## src/rtl/rr_arbiter_pkg.sv

```systemverilog
// Shared types and constants for the 8-way round-robin arbiter.
// Enable RR_ARBITER_TIMEOUT_EN to build the grant hold-limit logic.
package rr_arbiter_pkg;

  localparam int N_REQ = 8;
  localparam int ID_W  = 3;
  localparam int CNT_W = 8;

  typedef enum logic {
    IDLE,
    BUSY
  } state_t;

  // Bit k of the result is v[(k + s) mod 8].
  function automatic logic [N_REQ-1:0] rotr(
    input logic [N_REQ-1:0] v,
    input logic [ID_W-1:0]  s
  );
    logic [N_REQ-1:0] r;
    for (int k = 0; k < N_REQ; k++) begin
      r[k] = v[ID_W'(k) + s];
    end
    return r;
  endfunction

endpackage

```

## src/rtl/rr_arbiter_prio_enc8.sv

```systemverilog
// Combinational 8-to-3 priority encoder; the lowest set bit wins.
// Used as the selection core of the round-robin arbiter.
module prio_enc8
  import rr_arbiter_pkg::*;
(
  input  logic [N_REQ-1:0] in,
  output logic [ID_W-1:0]  idx,
  output logic             any
);

  always_comb begin
    idx = '0;
    any = |in;
    for (int k = N_REQ - 1; k >= 0; k--) begin
      if (in[k]) idx = ID_W'(k);
    end
  end

endmodule

```

## src/rtl/rr_arbiter.sv

```systemverilog
// Round-robin arbiter for 8 requesters with registered one-hot grant.
// Define RR_ARBITER_TIMEOUT_EN to revoke grants held for MAX_HOLD cycles.
module rr_arbiter
  import rr_arbiter_pkg::*;
#(
  parameter int MAX_HOLD = 16
) (
  input  logic             clk,
  input  logic             rst_n,
  input  logic [N_REQ-1:0] req,
  output logic [N_REQ-1:0] gnt,
  output logic [ID_W-1:0]  gnt_id,
  output logic             gnt_valid,
  output logic             timeout
);

  state_t           state_q, state_d;
  logic [ID_W-1:0]  ptr_q, ptr_d;
  logic [N_REQ-1:0] gnt_d;
  logic [ID_W-1:0]  id_d;
  logic             valid_d;
  logic [ID_W-1:0]  enc_idx;
  logic             enc_any;
  logic [ID_W-1:0]  win;

  // Rotate so that the pointer position is encoder bit 0.
  prio_enc8 u_enc (
    .in  (rotr(req, ptr_q)),
    .idx (enc_idx),
    .any (enc_any)
  );

  assign win = enc_idx + ptr_q;

`ifdef RR_ARBITER_TIMEOUT_EN
  logic [CNT_W-1:0] cnt_q, cnt_d;
  logic             to_d;
`endif

  always_comb begin
    state_d = state_q;
    ptr_d   = ptr_q;
    gnt_d   = gnt;
    id_d    = gnt_id;
    valid_d = gnt_valid;
`ifdef RR_ARBITER_TIMEOUT_EN
    cnt_d   = cnt_q;
    to_d    = 1'b0;
`endif
    unique case (state_q)
      IDLE: begin
        if (enc_any) begin
          state_d = BUSY;
          id_d    = win;
          gnt_d   = N_REQ'(1) << win;
          valid_d = 1'b1;
`ifdef RR_ARBITER_TIMEOUT_EN
          cnt_d   = '0;
`endif
        end
      end
      BUSY: begin
        if (!req[gnt_id]) begin
          state_d = IDLE;
          gnt_d   = '0;
          valid_d = 1'b0;
          ptr_d   = gnt_id + ID_W'(1);
        end
`ifdef RR_ARBITER_TIMEOUT_EN
        else if (cnt_q == CNT_W'(MAX_HOLD - 1)) begin
          state_d = IDLE;
          gnt_d   = '0;
          valid_d = 1'b0;
          ptr_d   = gnt_id + ID_W'(1);
          to_d    = 1'b1;
        end else begin
          cnt_d = cnt_q + CNT_W'(1);
        end
`endif
      end
      default: state_d = IDLE;
    endcase
  end

  always_ff @(posedge clk) begin
    if (!rst_n) begin
      state_q   <= IDLE;
      ptr_q     <= '0;
      gnt       <= '0;
      gnt_id    <= '0;
      gnt_valid <= 1'b0;
    end else begin
      state_q   <= state_d;
      ptr_q     <= ptr_d;
      gnt       <= gnt_d;
      gnt_id    <= id_d;
      gnt_valid <= valid_d;
    end
  end

`ifdef RR_ARBITER_TIMEOUT_EN
  always_ff @(posedge clk) begin
    if (!rst_n) begin
      cnt_q   <= '0;
      timeout <= 1'b0;
    end else begin
      cnt_q   <= cnt_d;
      timeout <= to_d;
    end
  end
`else
  logic unused_hold;
  assign unused_hold = (MAX_HOLD != 0);
  assign timeout     = 1'b0;
`endif

endmodule

```

## config.mk

```make
export PLATFORM = sky130hd
export DESIGN_NAME = rr_arbiter
export DESIGN_NICKNAME = d
export VERILOG_FILES = /design/src/rtl/rr_arbiter_pkg.sv /design/src/rtl/rr_arbiter_prio_enc8.sv /design/src/rtl/rr_arbiter.sv
export SDC_FILE = /design/constraint.sdc
export NUM_CORES = 1
export LEC_CHECK = 0
export CORE_ASPECT_RATIO = 1.5
export CORE_UTILIZATION = 40
export CTS_CLUSTER_DIAMETER = 40
export CTS_CLUSTER_SIZE = 10
export DETAILED_ROUTE_END_ITERATION = 7
export GPL_TIMING_DRIVEN = 0
export SLEW_MARGIN = 10
export SYNTH_ARGS = -nofsm -noshare
export SYNTH_HDL_FRONTEND = slang
export SYNTH_SLANG_ARGS = --single-unit
```

## constraint.sdc

```tcl
create_clock -name clk -period 5.4 [get_ports clk]
set_input_delay 1.08 -clock clk [delete_from_list [all_inputs] [get_ports clk]]
set_output_delay 1.08 -clock clk [all_outputs]
set_load 0.02 [all_outputs]
```

==> results of run 1 <==
## where the power goes
group | switching (mW) | internal (mW)
clock | 0.0410 | 0.0647
combinational | 0.325 | 0.281
sequential | 0.0332 | 0.152
## cell usage after synthesis, drive strengths merged, types with 2 or more instances
cell type / n
dfxtp: 16
mux4: 12
nor2: 10
nand2: 8
mux2i: 7
buf: 6
inv: 5
nor3: 5
o21ai: 5
a22o: 4
ha: 4
o2bb2ai: 4
xor2: 4
a21oi: 3
and2: 3
o31ai: 3
xnor2: 3
a211oi: 2
mux2: 2
nand2b: 2
nor4: 2
nor4b: 2
## state kept, by name (all words and copies together) (netlist names)
| name | flops |
|---|---|
| gnt | 8 |
| ptr_q | 3 |
| gnt_valid | 1 |
| state_q | 1 |
| gnt_id | 3 |
## layout make-up
| class | count | area, um2 |
|---|---|---|
| fillers | 313 | 1548 |
| inverters | 5 | 18.77 |
| plain buffers | 7 | 47.55 |
| clock buffers | 4 | 55.05 |
| repair buffers | 20 | 200.2 |
| well taps | 40 | 50.05 |
| multi-input cells | 100 | 982.2 |
| flip-flops and latches | 16 | 320.3 |
## how the worst max path moves through the flow
stage	start	end	slack (ns)	cells past startpoint
after floorplan	req[1]	gnt[2]$_SDFFE_PN0P_	1.69	12
after global placement	req[1]	gnt[6]$_SDFFE_PN0P_	0.74	13
final	req[1]	gnt[6]$_SDFFE_PN0P_	0.86	13
after CTS	req[1]	gnt[2]$_SDFFE_PN0P_	0.94	13
after global routing	req[7]	gnt[2]$_SDFFE_PN0P_	0.63	13
after detailed placement	req[5]	gnt[2]$_SDFFE_PN0P_	0.68	13
## per-stage QoR
step / hold slack (ns) / area, um2 / worst slack (ns) / utilization (%)
final: 0.4682 / 1674 / 0.8581 / 51.96
after global routing: 0.4854 / 1674 / 0.6323 / 51.96
after floorplan: 0.4912 / 1369 / 1.693 / -
after global placement: 0.4458 / 1619 / 0.7371 / 50.25
after CTS: 0.4719 / 1674 / 0.9424 / 51.96
after detailed placement: 0.4537 / 1619 / 0.6763 / 50.25
## cell families after synthesis
| family | share of synthesized area [%] |
|---|---|
| buffers and inverters | 4.844 |
| and+or+nand+nor | 17.28 |
| DFF | 23.40 |
| muxes | 27.60 |
| AOI/OAI and AO/OA | 17.00 |
| other | 0.2740 |
| adders and majority gates | 5.119 |
| xor gates and xnor gates | 4.479 |
## cell usage in the layout (no fill, tap or decap), drive strengths merged, types with 4 or more instances in the layout
| cell | n |
|---|---|
| dfxtp | 16 |
| mux4 | 12 |
| ha | 4 |
| mux2i | 7 |
| nand2 | 8 |
| xor2 | 4 |
| nor3 | 5 |
| clkdlybuf4s50 | 20 |
| inv | 5 |
| buf | 6 |
| a22o | 4 |
| clkbuf | 5 |
| nor2 | 10 |
| o21ai | 5 |
| o2bb2ai | 4 |
## routing by layer
layer	vias to the layer above	part of all wire, %	GRT usage (%)
met3	6	2.0	1.035
met5	-	0	0
met2	23	53	36.34
li1	541	-	-
met4	0	2.2	8.254
met1	574	43	22.92
## critical path, cell delays in order
cell	delay, ns
clkdlybuf4s50_1	0.53
mux4_2	0.50
nor2_1	0.24
or3_1	0.18
nand2_1	0.08
a21boi_0	0.16
o21ai_0	0.11
a221oi_1	0.38
ha_1	0.22
inv_1	0.05
fa_1	0.52
nor4b_1	0.49
a22o_1	0.19
==> summary.txt, run 1 <==
Power and ir drop
  – Leak: 0.6171 nW
  – P per Cell Area: approximately 540 nW/um2
  – Pwr Total: 0.8977 mW
  – Peak supply drop: about 0.35 mV

Critical path
  – Critical Path AT: 4.74 ns
  – Critical path required time: 5.60 ns
  – Setup crit end kind: register
  – R2r setup slk: about 1.5 ns
  – R2r endpoint: gnt[6]$_SDFFE_PN0P_
  – R2R depth: 14
  – Critical path class: input pin to register
  – Worst setup SP type: input pin
  – Maximum fanout along the worst path: 7
  – Reg2reg start: ptr_q[0]$_SDFFE_PN0P_

Detailed routing
  – Via count: 1,144
  – Via/cell ratio: 5.958
  – Final wirelength: 3.186 mm
  – Routed Antenna Nets: 0
  – Initial drt markers: 25
  – Pre-Repair DR Iteration Count: 4
  – WL per Instance: about 17 um
  – DRC viols: 0

GRT
  – Largest net degree at the start of global routing: 11
  – Vias in the first global route: 1,138
  – Total gr overflow: 0
  – First-pass GRT wire length: 5.451 mm
  – All-layer global routing usage: 19.54%
  – Initial antenna violation count: 0

Floorplan
  – Die Area: 3665 um2
  – Initial Util: 42.49%
  – Chip Height: 73.65 um
  – Core area: 3222 um2
  – Chip width: 49.77 um
  – I/O pins: 23
  – FP Rows: 25

Synthesis
  – Post-synthesis sequential area ratio: 23.40%
  – Yosys Warn Count: 0
  – Synth Cell Area: between 1000 and 1500 um2
  – Syn Nets: 143
  – Synth area leader: dfxtp_1
  – Gate Count Post-Synth: 128
  – Synth async-reset ratio: 0%
  – EDFF count, synth: 0
  – FF+latch count, synth: 16
  – Yosys cell types: 48
  – Mean Syn Cell Area: about 11 um2
  – Share of the synthesized area in the top cell type: 23.40%
  – Area contributors post-synth: dfxtp_1 23%, mux4_2 13%, mux4_1 7.7%
  – Ys flop type: dfxtp_1

STA
  – Fmax: 220.2 MHz
  – Tcrit/Tclk final: 84.11%
  – Setup total negative slack: 0 ns
  – Pins Over Slew Limit: 0
  – RSZ-0062 raised after global routing: no
  – Layout Skew: 0.002756 ns
  – Final Hold Fails: 0
  – Setup-failing EPs final: 0
  – Period minus WS final: ~4.5 ns

Status
  – Status: complete, no violations

Flow run
  – Max Cap Violations: 0

Clocking
  – CTS max path bufs: 2
  – # clock sinks: 16
  – # H-tree levels: 1
  – CTS tree: yes
  – Num CTS Buffers: 3
  – Post-cts resize count: 0
  – Hold-fix buffers at CTS: 0
  – Root buffer cell: clkbuf_8
  – Worst-path clk slew: 0.06 ns
  – Clock latency on the worst-skew pair: 0.25 ns
  – Post-CTS setup buffers: 0

Worst hold path
  – HP Class: register to register
  – Min-Delay Endpoint: gnt[4]$_SDFFE_PN0P_
  – Hold_sp: gnt[4]$_SDFFE_PN0P_
  – WHS Path Cells: 1

Place
  – Post-DP HPWL: 2.491 mm
  – IO Port Bufs: 20
  – Placed Cells: 188
  – Gpl congestion: 0.8510

Finish
  – Non-Filler Instances: 192
  – Area grow syn2layout: 22.30%
  – Antenna diodes: 0
  – Layout cell share with drive strength beyond 1: a little under a fifth
  – Fin nets: 168
(Power assumes the default switching activity.)
==> run 2: changes to the inputs <==
--- a/config.mk
+++ b/config.mk
@@ -11,6 +11,7 @@
 export CTS_CLUSTER_SIZE = 10
 export DETAILED_ROUTE_END_ITERATION = 7
 export GPL_TIMING_DRIVEN = 0
+export PLACE_DENSITY = 0.65
 export SLEW_MARGIN = 10
 export SYNTH_ARGS = -nofsm -noshare
 export SYNTH_HDL_FRONTEND = slang
==> constraint.sdc (replaced) <==
create_clock -name clk -period 3.7 [get_ports clk]
set_input_delay 0.74 -clock clk [delete_from_list [all_inputs] [get_ports clk]]
set_output_delay 0.74 -clock clk [all_outputs]
set_load 0.02 [all_outputs]
==> run 2 against run 1 <==
Effect of this change: via count increased by 0.70%; wire length is 5.3% higher; sequential share of layout area shrank 1.1 points; clock power up 42%; clock-buffer cell count unchanged; final cell count increased by 6.3%; cell area grew 7.5%; core utilization grew 3.9 points.
==> summary.txt, run 2 (synthesis results as in run 1) <==
Status
  – Status: complete, no violations (unchanged)

Finish
  – Max reg flops: 8 (unchanged)
  – Fin nets: 180 (was 168)
  – Final cell utilization of the core: 55.88% (was 51.96%)
  – Antenna diodes: 0 (unchanged)
  – Area grow syn2layout: 31.54% (was 22.30%)
  – Layout cell share with drive strength beyond 1: 35.37% (was 18.42%)
  – Largest register by flop count: gnt (unchanged)
  – Most frequent cells in the layout: 15 x buf_4, 15 x dfxtp_1, 12 x clkdlybuf4s50_1 (was 20 x clkdlybuf4s50_1, 16 x dfxtp_1, 9 x nor2_1)
  – Largest regs: gnt (8), gnt_id (3), ptr_q (3) (unchanged)

STA
  – Pins Over Slew Limit: 0 (unchanged)
  – Setup-failing EPs final: 0 (unchanged)
  – Period minus WS final: 3.556 ns
  – Final Hold Fails: 0 (unchanged)
  – Tcrit/Tclk final: a little over nine tenths
  – Layout Skew: 0.0008576 ns (was 0.002756 ns)
  – Setup total negative slack: 0 ns (unchanged)
  – Fmax: 281.2 MHz

Clocking
  – Hold-fix buffers at CTS: 0 (unchanged)
  – CTS max path bufs: 2 (unchanged)
  – Worst-path clk slew: 0.06 ns (about the same)
  – Num CTS Buffers: 3 (unchanged)
  – Clock latency on the worst-skew pair: 0.24 ns (was 0.25 ns)
  – Root buffer cell: clkbuf_8 (unchanged)
  – CTS tree: yes (unchanged)
  – # H-tree levels: 1 (unchanged)
  – # clock sinks: 16 (unchanged)

Critical path
  – Critical Path AT: 3.70 ns (was 4.74 ns)
  – Critical path required time: 3.84 ns (was 5.60 ns)
  – R2R depth: 14 (unchanged)
  – Maximum fanout along the worst path: 6 (was 7)
  – Critical path class: input pin to register (unchanged)
  – Worst setup SP type: input pin (unchanged)
  – Setup crit end kind: register (unchanged)

Floorplan
  – I/O pins: 23 (unchanged)
  – Die Area: 3665 um2 (unchanged)
  – Chip width: 49.77 um (unchanged)
  – FP Rows: 25 (unchanged)
  – Chip Height: 73.65 um (unchanged)
  – Core area: 3222 um2 (unchanged)
  – Initial Util: 42.49% (unchanged)

Detailed routing
  – WL per Instance: 16.45 um (was 16.59 um)
  – Pre-Repair DR Iteration Count: 4 (unchanged)
  – Via/cell ratio: 5.647 (was 5.958)
  – Via count: 1,152 (was 1,144)
  – Final wirelength: 3.356 mm (was 3.186 mm)
  – DRC viols: 0 (unchanged)
  – Initial drt markers: 32 (was 25)
  – Routed Antenna Nets: 0 (unchanged)

Worst hold path
  – WHS Path Cells: 1 (unchanged)
  – HP Class: register to register (unchanged)

GRT
  – Initial antenna violation count: 0 (unchanged)
  – Vias in the first global route: 1,172 (was 1,138)
  – Largest net degree at the start of global routing: 11 (unchanged)
  – All-layer global routing usage: 19.83% (was 19.54%)
  – Total gr overflow: 0 (unchanged)
  – First-pass GRT wire length: 5.602 mm (was 5.451 mm)

Power and ir drop
  – Peak supply drop: 0.4500 mV (was 0.3472 mV)
  – Leak: 0.6877 nW (was 0.6171 nW)
  – P per Cell Area: 835.6 nW/um2 (was 536.2 nW/um2)

Place
  – Gpl congestion: 0.8961 (was 0.8510)
  – IO Port Bufs: 20 (unchanged)
  – Post-DP HPWL: 2.421 mm (was 2.491 mm)

Flow run
  – Max Cap Violations: 0 (unchanged)
==> run 2: cell count changes in the layout (fill, tap and decap cells not counted), moves of 2 or more <==
cell | previous run | this run
clkbuf_2 | 0 | 7
mux4_2 | 8 | 10
mux4_1 | 4 | 2
nor3_4 | 0 | 2
nor3_1 | 5 | 3
buf_4 | 3 | 15
clkdlybuf4s50_1 | 20 | 12
==> run 2: critical path, stage by stage <==
cell and delay [ns]:
clkdlybuf4s15_1 0.25, mux4_2 0.49, mux2i_1 0.20, nand2_1 0.11, a21boi_1 0.16, o21ai_1 0.08, a221oi_2 0.29, ha_2 0.22
inv_1 0.06, fa_2 0.63, and4b_1 0.23, a22o_1 0.22
==> run 2: worst paths after layout <==
kind,startpoint,endpoint,slack (ns)
min,gnt[1]$_SDFFE_PN0P_,gnt[1]$_SDFFE_PN0P_,0.47
max reg2reg,ptr_q[0]$_SDFFE_PN0P_,gnt[3]$_SDFFE_PN0P_,0.17
min reg2reg,gnt[1]$_SDFFE_PN0P_,gnt[1]$_SDFFE_PN0P_,0.47
max,req[6],gnt[3]$_SDFFE_PN0P_,0.14
==> run 2: timing repair <==
action,4_1_cts,5_1_grt
gates resized for setup,19,25
setup buffers,2,10
setup endpoints to repair,9,7
pin swaps,1,8
hold endpoints to repair,0,0
==> run 2: per-stage QoR <==
step | instances | power [mW] | instance area [um2] | worst slack [ns] | hold slack (ns)
6_report | 204 | 1.504 | 1800 | 0.1442 | 0.4742
5_1_grt | 204 | 1.601 | 1800 | -0.02200 | 0.4875
4_1_cts | 194 | 1.373 | 1725 | 0.05771 | 0.4724
3_5_place_dp | 188 | 1.159 | 1619 | -0.6759 | 0.4519
3_3_place_gp | 188 | 1.138 | 1619 | -0.5975 | 0.4464
2_1_floorplan | 128 | 0.9422 | 1369 | 0.3031 | 0.4912
==> run 2: power breakdown <==
part | switching [mW] | total (mW) | internal [mW]
logic | 0.549 | 1.07 | 0.526
registers | 0.0541 | 0.278 | 0.224
clock network | 0.0570 | 0.151 | 0.0942
total | 0.661 | 1.50 | 0.844
==> run 2: final cells by class <==
cell class                      count  area [um2]
Buffer                              7       53.80
Inverter                            5       18.77
Timing Repair Buffer               32       255.2
Multi-Input combinational cell    100        1044
Clock buffer                        4       55.05
Tap cell                           40       50.05
Sequential cell                    16       324.1
Fill cell                         295        1421
==> run 2: routing by layer <==
metal / part of all wire [%] / vias to the layer above / global-route usage [%]
met5: 0 / - / 0
met4: 1.6 / 0 / 10.79
met3: 1.4 / 4 / 1.656
met2: 54 / 12 / 35.14
met1: 43 / 568 / 23.38
li1: - / 568 / -
